## src/rtl/fetch_stage_pkg.sv

```systemverilog
`default_nettype none
// +----------------------------------------------------------------------+
// | fetch_stage_pkg                                                      |
// | Shared processor constants: fetch FSM encoding and NOP/HALT opcodes. |
// | Revision: 1.0                                                        |
// +----------------------------------------------------------------------+
package fetch_stage_pkg;

    typedef enum logic [1:0] {
        ST_IDLE = 2'd0,
        ST_REQ  = 2'd1,
        ST_HOLD = 2'd2,
        ST_HALT = 2'd3
    } fetch_state_t;

    localparam logic [4:0]  c_OP_HALT  = 5'b00000;
    localparam logic [4:0]  c_OP_NOP   = 5'b00001;
    localparam logic [15:0] c_NOP_WORD = {c_OP_NOP, 11'd0};

endpackage
`default_nettype wire

```

## src/rtl/fetch_stage_pc_reg.sv

```systemverilog
`default_nettype none
// +----------------------------------------------------------------------+
// | fetch_stage_pc_reg                                                   |
// | 16-bit program counter with load and increment-by-2 enables.         |
// | Revision: 1.0                                                        |
// +----------------------------------------------------------------------+
module fetch_stage_pc_reg #(
    parameter logic [15:0] RESET_PC = 16'h0000
) (
    input  logic        clk,
    input  logic        rst,
    input  logic        i_load,
    input  logic [15:0] i_load_val,
    input  logic        i_inc,
    output logic [15:0] o_pc
);

    logic [15:0] r_pc;

    // Load wins over increment so a redirect is never lost.
    always_ff @(posedge clk or posedge rst) begin
        if (rst) begin
            r_pc <= RESET_PC;
        end else if (i_load) begin
            r_pc <= i_load_val;
        end else if (i_inc) begin
            r_pc <= r_pc + 16'd2;
        end
    end

    assign o_pc = r_pc;

endmodule
`default_nettype wire

```

## src/rtl/fetch_stage.sv

```systemverilog
`default_nettype none
// +----------------------------------------------------------------------+
// | fetch_stage                                                          |
// | Single-outstanding instruction fetch with redirect, stall and halt.  |
// | Revision: 1.0                                                        |
// +----------------------------------------------------------------------+
module fetch_stage
    import fetch_stage_pkg::*;
#(
    parameter logic [15:0] RESET_PC = 16'h0000,
    parameter logic [15:0] NOP_WORD = c_NOP_WORD
) (
    input  logic        clk,
    input  logic        rst,
    output logic        imem_req,
    output logic [15:0] imem_addr,
    input  logic        imem_rdy,
    input  logic [15:0] imem_rdata,
    input  logic        stall_in,
    input  logic        redirect_en,
    input  logic [15:0] redirect_pc,
    input  logic        halt_in,
    output logic [15:0] instr_out,
    output logic [15:0] pc_out,
    output logic [15:0] pc_inc,
    output logic        instr_valid,
    output logic        halted
);

    fetch_state_t r_state;
    fetch_state_t w_state_nxt;
    logic [15:0]  w_pc;
    logic         w_pc_load;
    logic         w_pc_inc;
    logic         w_capture;
    logic         w_clear;
    logic         r_imem_req;
    logic         r_halted;
    logic         r_instr_valid;
    logic [15:0]  r_instr;
    logic [15:0]  r_pc_out;

    fetch_stage_pc_reg #(
        .RESET_PC (RESET_PC)
    ) u_pc_reg (
        .clk        (clk),
        .rst        (rst),
        .i_load     (w_pc_load),
        .i_load_val (redirect_pc & 16'hFFFE),
        .i_inc      (w_pc_inc),
        .o_pc       (w_pc)
    );

    always_ff @(posedge clk or posedge rst) begin
        if (rst) begin
            r_state <= ST_IDLE;
        end else begin
            r_state <= w_state_nxt;
        end
    end

    // Halt only counts against a valid instruction; HALT is terminal until reset.
    always_comb begin
        w_state_nxt = r_state;
        w_pc_load   = 1'b0;
        w_pc_inc    = 1'b0;
        w_capture   = 1'b0;
        w_clear     = 1'b0;
        if (r_state != ST_HALT) begin
            if (halt_in && r_instr_valid) begin
                w_state_nxt = ST_HALT;
                w_clear     = 1'b1;
            end else if (redirect_en) begin
                w_state_nxt = ST_IDLE;
                w_pc_load   = 1'b1;
                w_clear     = 1'b1;
            end else begin
                case (r_state)
                    ST_IDLE: w_state_nxt = ST_REQ;
                    ST_REQ: begin
                        if (imem_rdy) begin
                            w_state_nxt = ST_HOLD;
                            w_capture   = 1'b1;
                            w_pc_inc    = 1'b1;
                        end
                    end
                    ST_HOLD: begin
                        if (!stall_in) begin
                            w_state_nxt = ST_REQ;
                            w_clear     = 1'b1;
                        end
                    end
                    default: w_state_nxt = r_state;
                endcase
            end
        end
    end

    always_ff @(posedge clk or posedge rst) begin
        if (rst) begin
            r_imem_req    <= 1'b0;
            r_halted      <= 1'b0;
            r_instr_valid <= 1'b0;
            r_instr       <= NOP_WORD;
            r_pc_out      <= RESET_PC;
        end else begin
            r_imem_req <= (w_state_nxt == ST_REQ);
            r_halted   <= (w_state_nxt == ST_HALT);
            if (w_capture) begin
                r_instr       <= imem_rdata;
                r_pc_out      <= w_pc;
                r_instr_valid <= 1'b1;
            end else if (w_clear) begin
                r_instr       <= NOP_WORD;
                r_instr_valid <= 1'b0;
            end
        end
    end

    assign imem_req    = r_imem_req;
    assign imem_addr   = w_pc;
    assign instr_out   = r_instr;
    assign pc_out      = r_pc_out;
    assign pc_inc      = r_pc_out + 16'd2;
    assign instr_valid = r_instr_valid;
    assign halted      = r_halted;

endmodule
`default_nettype wire

```

## config.mk

```make
export PLATFORM = sky130hd
export DESIGN_NAME = fetch_stage
export DESIGN_NICKNAME = d
export VERILOG_FILES = /design/src/rtl/fetch_stage_pkg.sv /design/src/rtl/fetch_stage_pc_reg.sv /design/src/rtl/fetch_stage.sv
export SDC_FILE = /design/constraint.sdc
export NUM_CORES = 1
export LEC_CHECK = 0
export BUFFER_PORTS_ARGS = -buffer_cell sky130_fd_sc_hd__clkbuf_2
export CORE_ASPECT_RATIO = 1.1
export CORE_MARGIN = 5
export CORE_UTILIZATION = 30
export CTS_CLUSTER_DIAMETER = 80
export DETAILED_ROUTE_END_ITERATION = 10
export GPL_TIMING_DRIVEN = 0
export SLEW_MARGIN = 20
export SYNTH_ARGS = -nofsm -noshare
export SYNTH_HDL_FRONTEND = slang
export SYNTH_SLANG_ARGS = --single-unit
```

## constraint.sdc

```tcl
create_clock -name clk -period 1.7 [get_ports clk]
set_input_delay 0.17 -clock clk [delete_from_list [all_inputs] [get_ports clk]]
set_output_delay 0.17 -clock clk [all_outputs]
set_load 0.03 [all_outputs]
```

Word level (Yosys, flattened, before mapping). Index checks and enable logic that the tools add are counted.

Flip-flop bits (word level): 53. Bits in latches: 0. Memory bits (writable): 0. Bits in read-only memories: 0. Input bits: 38. Output and inout bits: 67. Word-level logic and storage cells: 43. Memories: 0.

$add $sub $neg: 2. $mul: 0. Divide/modulo/power cells: 0. $lt $le $gt $ge: 0. Eq/ne operators: 5. Shifts and indexed selects: 0. Mux-type cells: 25. Bitwise operators: 0. Reductions and logical operators: 4.

Operators with widths (count): 2-to-1 mux 16 bit (4); adder 16 x 2 -> 16 bit, second input constant (2); 2-to-1 mux 1 bit (15); 2-to-1 mux 2 bit (5); one-hot mux 2 bit (3 select lines) (1); == test 2 x 1 -> 1 bit, second input constant (2); == test 2 bit, second input constant (2); nonzero test 2 bit (2); logical NOT 2 bit (1); != test 2 bit, second input constant (1); logical AND 1 bit (1).

Logic depth before layout (Yosys ltp).
Depth after elaboration: 7. Depth in mapped cells: 6. Gate-level depth less buffers: 5.

By module. From an unflattened synthesis, not the netlist that was laid out.

Cells, all modules: 255. Area, all modules: 2618.8 um^2.

By module, submodules not included: fetch_stage (times used 1, cells an instance 162, area each 1736.7 um^2, sequential area each 927.1 um^2); fetch_stage_pc_reg (times used 1, cells an instance 93, area each 882.1 um^2, sequential area each 400.4 um^2).

Worst setup path after synthesis. OpenSTA, ideal clock, no wires.

Kind: register to output. Start: register r_pc_out[3], in the netlist pc_out[3]. End: output pc_inc[14]. Arrival: 1.819 ns. Data required time: 1.530 ns. Path slack: -0.289 ns. Stages on the path, launching flop included: 6. Path buffers: 1. Cell sequence: dfrtp_1 -> and4_1 -> clkbuf_1 -> nand3_1 -> nor3_1 -> xor2_1.

Word-level cells in the longest chain between the ends: 1.

Ends and longest elaborated chain: start, declared (line fetch_stage.sv:41) `logic [15:0] r_pc_out;`; start signal, assigned (line fetch_stage.sv:111) `r_pc_out <= w_pc;`; adder 16 x 2 -> 16 bit (line fetch_stage.sv:124) `assign pc_inc = r_pc_out + 16'd2;`; end, declared (line fetch_stage.sv:25) `output logic [15:0] pc_inc,`.

No other way between the ends.

Worst setup path after layout.
Start: register r_pc_out[11], in the netlist pc_out[11]. End: output pc_inc[14].

Same word-level chain as after synthesis.

==> run summary <==
Fin crit share -> 102%
Hold path start -> imem_rdata[0]
Vias per inst -> 4.89
Crit path cell chain -> and3_4 > nand2_1 > nor3_4 > xor2_2 > clkbuf_8
Hold Fails Final Rpt -> 0
Die H -> 107 um
Routed WL per cell -> 15.2 um
Area Growth Syn to Fin -> 48.6%
Yosys top cell area share -> 48.5%
Register area share after synthesis -> 49.5%
Most common cell after layout, fill and taps aside -> clkbuf_2
Vias -> 2646
Avg Cell Area, Syn -> 8.77 um^2
Pwr dens -> 1860 mW/mm^2
Yosys cell types -> 41
Worst-case reg-to-reg path depth -> 4
Fraction of layout cells with a size suffix above 1 -> 46.5%
Total power -> 7130 uW
Final worst setup slack -> -32.0 ps
CP bufs+invs -> 1
Pin count of the biggest net entering global routing -> 34
Crit path arrival time -> 1560 ps
Worst vdd ir -> 671 uV
Synth warn -> 0
Detail Placement HPWL -> 5980 um
Commonest non-fill, non-tap cells in the layout -> 96 x clkbuf_2, 82 x nand2_1, 32 x dfrtp_1
Dominant cells by area after synthesis -> dfrtp_1 49%, nand2_1 12%, nand3_1 5.4%
Endpoint of the worst-slack reg-to-reg timing path -> u_pc_reg.o_pc[10]
Hold path depth -> 3
Max-cap violations -> 0
CP max stage cell -> dfrtp_2
DRT Wirelength -> 8220 um
Die X -> 98.4 um
Row cnt -> 35
Worst-Skew Late Latency -> 310 ps
Final nets -> 469
# IOs -> 105
CTS tree -> yes
Starting density of the core -> 30.7%
Critical path origin -> pc_out[11]
Yosys top cell by area -> dfrtp_1
CTS H-tree lvls -> 2
Vias in the first global route -> 2552
Synthesized area -> 0.00258 mm^2
Initial DRC Count -> 156
Leak pwr -> 0.00193 uW
Number of max-slew violations in the final report -> 0
Antenna-violating nets left -> 0
RSZ-0062 raised after global routing -> yes
Initial antenna violation count -> 0
Crit path to -> pc_inc[14]
Final setup viols -> 5
Die area -> 0.0106 mm^2
Multi-input gate area -> 0.00141 mm^2
Area of the core -> 0.00841 mm^2
Synth Register Bits -> 51
All-Layer GR Usage -> 15.4%
Number of buffers added on ports -> 100
CTS root buf -> clkbuf_8
Worst path top cell family by delay -> simple AND/OR/NAND/NOR gates
Pre-antenna DRT Iters -> 4
Worst R2R Start -> instr_valid
CTS Sinks -> 51
Worst hold path type -> in -> reg
First-pass GRT wire length -> 13100 um
Setup Skew -> 5.09 ps
Syn Inst Count -> 294
Global route overflow -> 0
Failing checks -> setup timing
Clock slew at reported path FFs -> 90 ps
Routability cong. -> 0.849
Storage element area -> 0.00130 mm^2
Clock Tree Buf Depth -> 2
Startpoint Class -> flop
# diodes -> 0
Fillers -> 846
Clock buffer count from CTS -> 5
Levels on crit path -> 5
Status -> complete, but fails checks
Worst path max stage delay -> 410 ps
Hold WS -> 50.2 ps
Flop-to-flop setup slack -> 40 ps
Fmax -> 0.577 GHz
CP max FO -> 4
CP required -> 1530 ps
Critical path capture point type -> primary output
Worst setup path category -> reg -> out
Crit path time final -> 1730 ps
Drc violations -> 0
## synthesized netlist by cell type
master	instances
and3_1	5
inv_1	6
nand3b_4	1
or3_1	1
a22oi_1	2
buf_4	3
nand2_1	83
a22o_1	1
a311oi_1	2
ha_1	2
or4_2	1
and2_0	1
nand4_1	9
nor2_1	12
xor2_1	6
o22ai_1	4
a21oi_1	5
clkbuf_1	10
a21o_1	1
nor4_1	6
and4_1	2
conb_1	1
and2_1	1
or4_1	1
o31ai_1	2
buf_6	2
dfrtp_1	50
o211a_1	1
or2_2	1
a221o_1	1
nand2b_1	2
o21ai_0	11
xnor2_1	12
dfstp_2	1
nor3_1	8
nor3b_1	1
nor4b_1	1
nand3_1	28
a31oi_1	5
and3b_1	1
or3_4	1
## registers in the layout, indices dropped and copies added, names as in the netlist
name and flops:
r_state 2, u_pc_reg.o_pc 15, instr_valid 1, imem_req 1
instr_out 16, pc_out 15, halted 1
## worst min path at each step
stage,to,slack (ps)
final,instr_out[0],50
after global routing,instr_out[15],40
after CTS,instr_out[3],40
after detailed placement,instr_out[2],180
after global placement,instr_out[2],360
after floorplan,instr_out[0],280
## what timing repair did
item,4_1_cts,5_1_grt
resized for setup,39,32
setup endpoints to repair,52,44
cloned,0,0
pin swaps,9,14
hold buffers,1,0
setup buffers,14,13
hold endpoints to repair,18,0
## per-layer routing
layer | GRT usage [%] | share of wire (%)
met5 | 0 | 0
met4 | 4.29 | 1.2
met3 | 3.25 | 4.9
met2 | 27.9 | 53
met1 | 18.4 | 41
## final cells by class
type | count | area share, %
buffer | 12 | 1.86
clock buffer | 6 | 1.89
clock inverter | 2 | 0.327
inverter | 6 | 0.588
multi-input combinational | 224 | 36.8
sequential | 51 | 33.9
tap | 111 | 3.63
timing repair buffer | 129 | 21.0
## tightest hold or removal path: stages
cell and delay [ps]:
clkbuf_2 70, nand2_1 40, nand2_1 40
## kinds of logic after synthesis
kind of cell	after synthesis	share of synthesized area, %
flip-flops	51	49.5
adder cells (fa/ha/maj)	2	0.970
AND/OR/NAND/NOR	166	30.6
AO/OA/AOI/OAI	35	8.54
XOR/XNOR	18	6.11
other	1	0.145
buffers and inverters	21	4.08
## where the power goes
| group | internal [uW] | switching (uW) |
|---|---|---|
| logic | 1520 | 2610 |
| registers | 1700 | 602 |
| clock network | 289 | 411 |
## metrics by stage
step	setup WS, ps	cell area, um^2	utilization [%]	cells	setup TNS (ps)
after global placement	-536	3310	39.3	507	-27460
after CTS	-81.5	3650	43.4	529	-356
after global routing	-138	3830	45.6	541	-795
after floorplan	-110	2670	-	296	-193
after detailed placement	-262	3330	39.6	508	-6840
final	-32.0	3830	45.6	541	-71.5
(Power assumes the default switching activity.)
